===== src/rtl/decode_opcode_align.sv =====
// decode_opcode_align: strips prefixes, decodes opcode/ModR/M fields and
// buffers decoded entries in a two-deep skid buffer with registered handshakes.
module decode_opcode_align #(
    parameter int QUEUE_BYTES  = 16,
    parameter int MAX_PREFIX   = 4,
    parameter int OPCODE_BYTES = 4
) (
    input  logic                              i_clk,
    input  logic                              i_reset_n,
    input  logic                              i_flush,
    input  logic                              i_valid,
    output logic                              o_ready,
    input  logic [7:0]                        i_instruction [0:QUEUE_BYTES-1],
    input  logic [$clog2(MAX_PREFIX+1):0]     i_prefix_count,
    input  logic                              i_error_stage_2,
    output logic                              o_valid,
    input  logic                              i_ready,
    output logic [7:0]                        o_opcode [0:OPCODE_BYTES-1],
    output logic                              o_two_byte,
    output logic                              o_mod_rm_is_present,
    output logic [1:0]                        o_mod,
    output logic [2:0]                        o_reg,
    output logic [2:0]                        o_rm,
    output logic                              o_w,
    output logic                              o_s,
    output logic                              o_s_is_present,
    output logic [1:0]                        o_consume_bytes,
    output logic                              o_error_stage_3
);
    localparam int PW = $clog2(MAX_PREFIX+1) + 1;
    localparam logic [PW-1:0] MAXP = PW'(MAX_PREFIX);

    typedef enum logic [1:0] {EMPTY, ONE, FULL} state_t;

    typedef struct packed {
        logic [OPCODE_BYTES-1:0][7:0] op;
        logic                         two;
        logic                         mrp;
        logic [1:0]                   md;
        logic [2:0]                   rg;
        logic [2:0]                   rm;
        logic                         w;
        logic                         s;
        logic                         sp;
        logic [1:0]                   cons;
        logic                         err;
    } entry_t;

    state_t        r_state;
    entry_t        r_out, r_skid, w_new;
    logic          r_valid, r_ready;
    logic          w_illegal, w_push, w_pop, w_unused;
    logic [PW-1:0] w_base;
    logic [7:0]    w_p, w_m;

    always_comb begin
        w_illegal = i_prefix_count > MAXP;
        w_base    = w_illegal ? '0 : i_prefix_count;
        w_new     = '0;
        // Legal prefix counts are bounded, so the shift is a small constant mux.
        for (int p = 0; p <= MAX_PREFIX; p++)
            if (w_base == PW'(p))
                for (int k = 0; k < OPCODE_BYTES; k++)
                    w_new.op[k] = i_instruction[p+k];
        w_new.two  = w_new.op[0] == 8'h0F;
        w_p        = w_new.two ? w_new.op[1] : w_new.op[0];
        w_m        = w_new.two ? w_new.op[2] : w_new.op[1];
        w_new.mrp  = w_new.two ? (w_p[7:4] != 4'h8)
                               : ((w_p <= 8'h3F && !w_p[2]) || w_p[7:4] == 4'h8 ||
                                  w_p inside {8'hC0, 8'hC1, 8'hD0, 8'hD1, 8'hD2, 8'hD3,
                                              8'hF6, 8'hF7, 8'hFE, 8'hFF});
        w_new.md   = w_new.mrp ? w_m[7:6] : 2'd0;
        w_new.rg   = w_new.mrp ? w_m[5:3] : 3'd0;
        w_new.rm   = w_new.mrp ? w_m[2:0] : 3'd0;
        w_new.w    = w_p[0];
        w_new.sp   = w_p[7:2] == 6'b100000;
        w_new.s    = w_new.sp & w_p[1];
        w_new.cons = 2'd1 + {1'b0, w_new.two} + {1'b0, w_new.mrp};
        w_new.err  = i_error_stage_2 | w_illegal;
        w_unused   = 1'b0;
        for (int j = 0; j < QUEUE_BYTES; j++)
            w_unused = w_unused ^ (^i_instruction[j]);
    end

    assign w_push = i_valid && r_ready;
    assign w_pop  = r_valid && i_ready;

    always_ff @(posedge i_clk or negedge i_reset_n) begin
        if (!i_reset_n) begin
            r_state <= EMPTY;
            r_valid <= 1'b0;
            r_ready <= 1'b1;
            r_out   <= '0;
            r_skid  <= '0;
        end else if (i_flush) begin
            r_state <= EMPTY;
            r_valid <= 1'b0;
            r_ready <= 1'b1;
        end else begin
            case (r_state)
                EMPTY: if (w_push) begin
                    r_out   <= w_new;
                    r_state <= ONE;
                    r_valid <= 1'b1;
                end
                ONE: if (w_push && w_pop) begin
                    r_out <= w_new;
                end else if (w_push) begin
                    r_skid  <= w_new;
                    r_state <= FULL;
                    r_ready <= 1'b0;
                end else if (w_pop) begin
                    r_state <= EMPTY;
                    r_valid <= 1'b0;
                end
                FULL: if (w_pop) begin
                    r_out   <= r_skid;
                    r_state <= ONE;
                    r_ready <= 1'b1;
                end
                default: begin
                    r_state <= EMPTY;
                    r_valid <= 1'b0;
                    r_ready <= 1'b1;
                end
            endcase
        end
    end

    always_comb
        for (int k = 0; k < OPCODE_BYTES; k++)
            o_opcode[k] = r_out.op[k];

    assign o_ready             = r_ready;
    assign o_valid             = r_valid;
    assign o_two_byte          = r_out.two;
    assign o_mod_rm_is_present = r_out.mrp;
    assign o_mod               = r_out.md;
    assign o_reg               = r_out.rg;
    assign o_rm                = r_out.rm;
    assign o_w                 = r_out.w;
    assign o_s                 = r_out.s;
    assign o_s_is_present      = r_out.sp;
    assign o_consume_bytes     = r_out.cons;
    assign o_error_stage_3     = r_out.err;
endmodule


===== config.mk =====
export PLATFORM = sky130hd
export DESIGN_NAME = decode_opcode_align
export DESIGN_NICKNAME = d
export VERILOG_FILES = /design/src/rtl/decode_opcode_align.sv
export SDC_FILE = /design/constraint.sdc
export NUM_CORES = 1
export LEC_CHECK = 0
export ABC_CLOCK_PERIOD_IN_PS = 2300
export CAP_MARGIN = 10
export CORE_MARGIN = 5
export CORE_UTILIZATION = 29
export DETAILED_ROUTE_END_ITERATION = 12
export PLACE_DENSITY = 0.53
export SKIP_CTS_REPAIR_TIMING = 1
export SLEW_MARGIN = 40
export SYNTH_ARGS = -nofsm -noshare
export SYNTH_HDL_FRONTEND = slang
export SYNTH_SLANG_ARGS = --single-unit
export TNS_END_PERCENT = 20

===== constraint.sdc =====
create_clock -name i_clk -period 2.3 [get_ports i_clk]
set_input_delay 0.345 -clock i_clk [delete_from_list [all_inputs] [get_ports i_clk]]
set_output_delay 0.345 -clock i_clk [all_outputs]
set_load 0.01 [all_outputs]

**Word-level counts from Yosys, hierarchy flattened**

Cells that the tools add are included.

- Register bits after elaboration: 100
- Input port bits: 138

- Reduce and logical (&&, ||, !) cells: 16
- Bitwise logic cells: 4
- Add/subtract/negate cells: 2
- Mux-type cells: 34
- Order comparisons: 2
- Equal/unequal tests: 32

Operators with widths:

| cell | count |
|---|---|
| $mux W32 | 5 |
| $mux W48 | 3 |
| $pmux W48 S3 | 1 |
| $eq A8 B8 Y1 const B | 10 |
| $ne A3 B3 Y1 const B | 6 |
| $mux W8 | 2 |
| $mux W2 | 7 |
| $reduce_and A4 Y1 | 3 |
| $mux W1 | 10 |
| $ne A2 B2 Y1 const B | 5 |
| $reduce_and A5 Y1 | 2 |
| $reduce_bool A10 Y1 | 1 |
| $eq A4 B2 Y1 const B | 2 |
| $eq A8 B4 Y1 const B | 1 |
| $le A8 B6 Y1 const B | 1 |
| $ne A4 B4 Y1 const B | 2 |
| $eq A6 B6 Y1 const B | 1 |
| $mux W3 | 2 |
| $pmux W1 S3 | 2 |
| $pmux W2 S3 | 1 |
| $eq A4 B1 Y1 const B | 1 |
| $eq A4 B3 Y1 const B | 1 |
| $eq A4 B4 Y1 const B | 1 |
| $gt A4 B3 Y1 const B | 1 |
| other kinds (14) | 19 |

**Logic depth before layout (Yosys ltp)**

- Depth after elaboration: 18
- Mapped depth: 17
- Gate-level depth less buffers: 14

**Worst setup path before layout**

Ideal clock, no wire load.

- Path type: input -> register
- From: input port i_prefix_count[1]
- To: register r_out, in the netlist o_consume_bytes[0]
- Stages: 14
- Setup time: 0.083 ns
- Arrival: 3.211 ns
- Slack: -0.993 ns
- Path through: buf_4 or3b_1 nor2_4 a22oi_1 nor4_1 nand2_1 o31ai_1 mux2i_2 a31oi_4 buf_6 ha_1 nor2_1 a21oi_1 o21ai_0

- Word-level cells in the longest chain between the ends: 18
- Elaborated cells on any way between the ends: 38

Ends and longest elaborated chain:

| item | line | RTL |
|---|---|---|
| start, declared | 14 | `input logic [$clog2(MAX_PREFIX+1):0] i_prefix_count,` |
| $gt A4 B3 Y1 | 57 | `w_illegal = i_prefix_count > MAXP;` |
| $mux W4 * | 58 | `w_base = w_illegal ? '0 : i_prefix_count;` |
| $logic_not A4 Y1 | 62 | `if (w_base == PW'(p))` |
| $mux W32 (4 in series) | 62 |  |
| $mux W32 * | 62 |  |
| $eq A8 B4 Y1 | 65 | `w_new.two = w_new.op[0] == 8'h0F;` |
| $mux W8 | 66 | `w_p = w_new.two ? w_new.op[1] : w_new.op[0];` |
| $le A8 B6 Y1 or $logic_not A1 Y1 (tied branches) | 69 | `: ((w_p <= 8'h3F && !w_p[2]) \|\| w_p[7:4] == 4'h8 \|\|` |
| $logic_and A1 B1 Y1 | 69 |  |
| $logic_or A1 B1 Y1 | 69 |  |
| $logic_or A1 B1 Y1 | 70 | `w_p inside {8'hC0, 8'hC1, 8'hD0, 8'hD1, 8'hD2, 8'hD3,` |
| $mux W1 | 68 | `w_new.mrp = w_new.two ? (w_p[7:4] != 4'h8)` |
| $add A2 B1 Y2 * | 78 | `w_new.cons = 2'd1 + {1'b0, w_new.two} + {1'b0, w_new.mrp};` |
| $mux W48 (on tied branches) | 106, 101 |  |
| $pmux W48 S3 * | 100 | `case (r_state)` |
| end signal, assigned | 102 | `r_out <= w_new;` |
| end signal, assigned | 107 | `r_out <= w_new;` |
| end signal, assigned | 117 | `r_out <= r_skid;` |
| end, declared | 50 | `entry_t r_out, r_skid, w_new;` |

Every way passes the cells marked *; elsewhere a longest branch is shown, timed or not. The select of a mux whose other input is x is not followed.
A chain may end at the register's enable or synchronous reset.

**Final worst setup path**

- From: input port i_prefix_count[2]
- To: register r_out, in the netlist o_consume_bytes[0]

Same word-level chain as after synthesis.

==> Flow_metrics.wiki <==
{| class="wikitable"
! Metric !! Value
|-
| Result of the run || finished with violations
|-
| Failing checks || negative hold slack, negative setup slack
|-
| Worst hold path class || input port to async pin
|-
| Share of total power in the clock network || 0.229
|-
| Shortest period the worst path allows || approximately 2.7 ns
|-
| Most frequent standard cell in the layout excluding fill and tap cells || sky130_fd_sc_hd__buf_4
|-
| Number of iterations in the first detailed-routing pass || 6
|-
| Number of endpoints failing setup at the final stage || 27
|-
| DRT Wirelength || approximately 22 mm
|-
| Standby leakage power || 4.210 nW
|-
| Sequential Power Share || 0.389
|-
| Number of global-route vias before repair || 6137
|-
| PortBufs || 123
|-
| Internal power || between 4 and 5 mW
|-
| Yosys synthesis warning count || 0
|-
| Number of buffers created by CTS || 9
|-
| GRT Residual Overflow || 0
|-
| I/O Pins || ~190
|-
| Instance area after placement || a little under 9000 sq um
|-
| Starting Density || 0.2924
|-
| Bufs on Longest Clock Path || 2
|-
| Flip-flop count of the largest register after layout || 48
|-
| Clock sink count || 100
|-
| Crit path max-delay cell type || sky130_fd_sc_hd__mux2i_2
|-
| Cell Chain, Critical Path || buf_4, buf_12, nor2b_4, o31ai_1, a222oi_1, buf_4, nor4_4, nand2_2, o31ai_2, mux2i_2, a31oi_4, ha_4, nor2_1, a21oi_1, o21ai_1
|-
| Fin crit share || 1.183
|-
| Detailed placement HPWL || 17.13 mm
|-
| FFs w/ async S/R, synth || 1.000
|-
| Share of post-route cells with drive strength above 1 || 0.2703
|-
| Worst slew margin relative to its limit || 0.6129
|-
| Net Sw Frac || 0.3237
|-
| Clock root buffer master || sky130_fd_sc_hd__clkbuf_16
|-
| Endpoint arrival time on the critical path || 2.96 ns
|-
| Diodes inserted || 0
|-
| Fin Clk Skew || about 0.0087 ns
|-
| Wire length per cell after detailed routing || 17.12 microns
|-
| Initial antenna violation count || 0
|-
| Overall die width || between 150 and 200 microns
|-
| Final Instance Area || 9499 sq um
|-
| Wire length of the first global-routing pass || 34.06 mm
|-
| Worst hold slack || -0.03974 ns
|-
| Yosys reg bits || 100
|-
| Number of H-tree levels || 3
|-
| Largest incremental delay on the critical path || approximately 0.31 ns
|-
| Initial detailed-routing violation count || just over 500
|-
| Critical Setup Path Class || input port to register
|-
| Number of cells in the finished layout apart from fillers || roughly 1300
|-
| Maximum number of pins on one net before global-route repair || between 40 and 50
|-
| Standard-cell row count || 53
|-
| Number of remaining DRC errors || 0
|-
| Avg Inst Size Synth || around 8.3 sq um
|-
| Net switching power figure || ~2.4 mW
|-
| Core Area || about 21000 sq um
|-
| Endpoint kind of the worst setup timing path || register
|-
| Largest cells by area after synthesis || sky130_fd_sc_hd__dfrtp_1 (41%), sky130_fd_sc_hd__o21ai_0 (7.2%), sky130_fd_sc_hd__nand2_1 (6.1%)
|-
| Fin worst setup slack || -0.4201 ns
|-
| Slew Limit Fails || 0
|-
| Layout area overhead || 55.51%
|-
| Post-Synthesis Cells || about 730
|-
| TritonCTS clock tree || yes
|-
| NumNets Final || between 1000 and 1500
|-
| Via density per instance || between 5 and 6
|-
| Unique cell type count in the Yosys netlist || 67
|-
| EDFF count, synth || 0
|-
| Vertical die dimension || roughly 160 microns
|-
| Post-route antenna net violation count || 0
|-
| Yosys top cell area share || 0.4056
|-
| CP delay by family, top || compound AO/OA/AOI/OAI gates
|-
| Total routing resource utilization after global routing || 0.1773
|-
| Top library cells by usage in the layout, fill and taps aside || sky130_fd_sc_hd__buf_4 (174), sky130_fd_sc_hd__clkdlybuf4s50_1 (110), sky130_fd_sc_hd__nand2_1 (99), sky130_fd_sc_hd__dfrtp_1 (99), sky130_fd_sc_hd__nor2_1 (98)
|-
| Setup TNS Final || -8.718 ns
|-
| Max-cap violation count || 0
|-
| Main synth FF type || sky130_fd_sc_hd__dfrtp_1
|-
| Total Power || approximately 7.3 mW
|-
| Crit path required time || between 2 and 3 ns
|-
| Sequential cell area fraction in the yosys report || 0.4099
|-
| Slew at the pin with the worst max-slew slack || slightly below 0.6 ns
|-
| Die outline area || 24070 sq um
|-
| Yosys top cell by area || sky130_fd_sc_hd__dfrtp_1
|-
| Setup slack at placement || -1.269 ns
|-
| Combinational power share || 0.383
|-
| Sum of buffers and inverters on the critical path || 3
|-
| Top fanout value on the critical path || 9
|-
| DP Cell Count || approximately 1200
|-
| Most used cell, CP || sky130_fd_sc_hd__buf_4
|-
| Register containing the most flip-flops in the final layout || r_skid
|-
| Fraction of the core area covered by cells at the end of the flow || 0.4547
|-
| Synthesized net count || just under 900
|-
| CTS clk-pin slew, worst paths || 0.07 ns
|-
| Highest ir drop seen on vdd || 0.3207 mV
|-
| Setup crit start kind || input port
|-
| Final hold violation count || 17
|-
| Area of the mapped netlist || a little over 6000 sq um
|-
| Power density cells || approximately 770 nW/um^2
|-
| RSZ-0062 raised after global routing || true
|-
| Weighted congestion at the end of routability-driven global placement || 0.8832
|-
| Maximum clock rate || between 300 and 400 MHz
|-
| Clock latency on the worst-skew pair || ~0.36 ns
|-
| Routed vias || between 6000 and 7000
|}
## cell type report
type                    count  area, sq um
fillers                  2038        11390
multi-input cells         570         3510
repair buffers            309         2798
flip-flops and latches    100         2504
well taps                 275        344.1
clock buffers              10        239.0
clock inverters             6        87.58
inverters                   4        17.52
## kinds of logic after synthesis
kind of cell | after synthesis | synth area share
flip-flops | 100 | 0.4099
AO/OA/AOI/OAI | 280 | 0.2954
buffers and inverters | 63 | 0.04568
adder cells (fa/ha/maj) | 1 | 0.002048
multiplexers | 32 | 0.05633
AND/OR/NAND/NOR | 256 | 0.1907
## Yosys cell counts (all sizes together) (2+ instances only)
master	number
o311ai	2
a2bb2oi	3
a32o	3
a31oi	11
a222oi	6
nand2	100
a21o	5
o21bai	3
o211ai	6
a22o	5
buf	18
a21boi	2
nand3	6
clkbuf	41
o22ai	2
dfrtp	99
and3	10
mux2	16
o2bb2ai	13
nand2b	5
or3b	4
a22oi	17
nor3b	10
inv	4
nor2	103
or3	2
nor2b	5
a21oi	64
o21ai	93
a221oi	9
or2	2
a211oi	3
o31ai	24
a2111oi	2
and2	2
mux2i	16
## final timing paths
| path | endpoint | slack (ns) | start | cells after the start |
|---|---|---|---|---|
| max in group asynchronous | o_ready$_DFFE_PN1P_ | 1.63 | i_reset_n | 2 |
| worst min register to register | r_skid[7]$_DFFE_PN0P_ | 0.47 | r_skid[7]$_DFFE_PN0P_ | 2 |
| worst max-delay path | o_consume_bytes[0]$_DFFE_PN0P_ | -0.42 | i_prefix_count[2] | 15 |
| min in group i_clk | r_skid[7]$_DFFE_PN0P_ | 0.47 | r_skid[7]$_DFFE_PN0P_ | 2 |
| worst max register to register | o_rm[0]$_DFFE_PN0P_ | 0.26 | o_ready$_DFFE_PN1P_ | 7 |
| worst min-delay path | r_skid[37]$_DFFE_PN0P_ | -0.04 | i_reset_n | 1 |
## power groups by stage
stage	sequential (mW)	clock, mW	combinational, mW
floorplan	2.93	0	1.09
global placement	2.85	0	2.72
detailed placement	2.87	0	2.75
CTS	2.83	1.70	2.75
global route	2.92	1.78	3.06
finish	2.83	1.67	2.79
## metal layers
layer  share of wire  vias to the layer above  global-route usage
met3           0.044                       22             0.02837
met2            0.45                      183              0.2760
met5               0                        -                   0
met1            0.49                     3003              0.2543
li1                -                     3192                   -
met4           0.018                        0             0.05172
## worst reg2reg max path, stage by stage (launching register included)
cell and delay (ns):
sky130_fd_sc_hd__dfstp_2 0.55, sky130_fd_sc_hd__nand2_1 0.07, sky130_fd_sc_hd__buf_4 0.14, sky130_fd_sc_hd__nor2_1 0.16, sky130_fd_sc_hd__nand2_1 0.12, sky130_fd_sc_hd__a21oi_2 0.28, sky130_fd_sc_hd__nand2_1 0.30, sky130_fd_sc_hd__o31ai_1 0.32
Note: power is estimated with default switching activity, not from simulation.
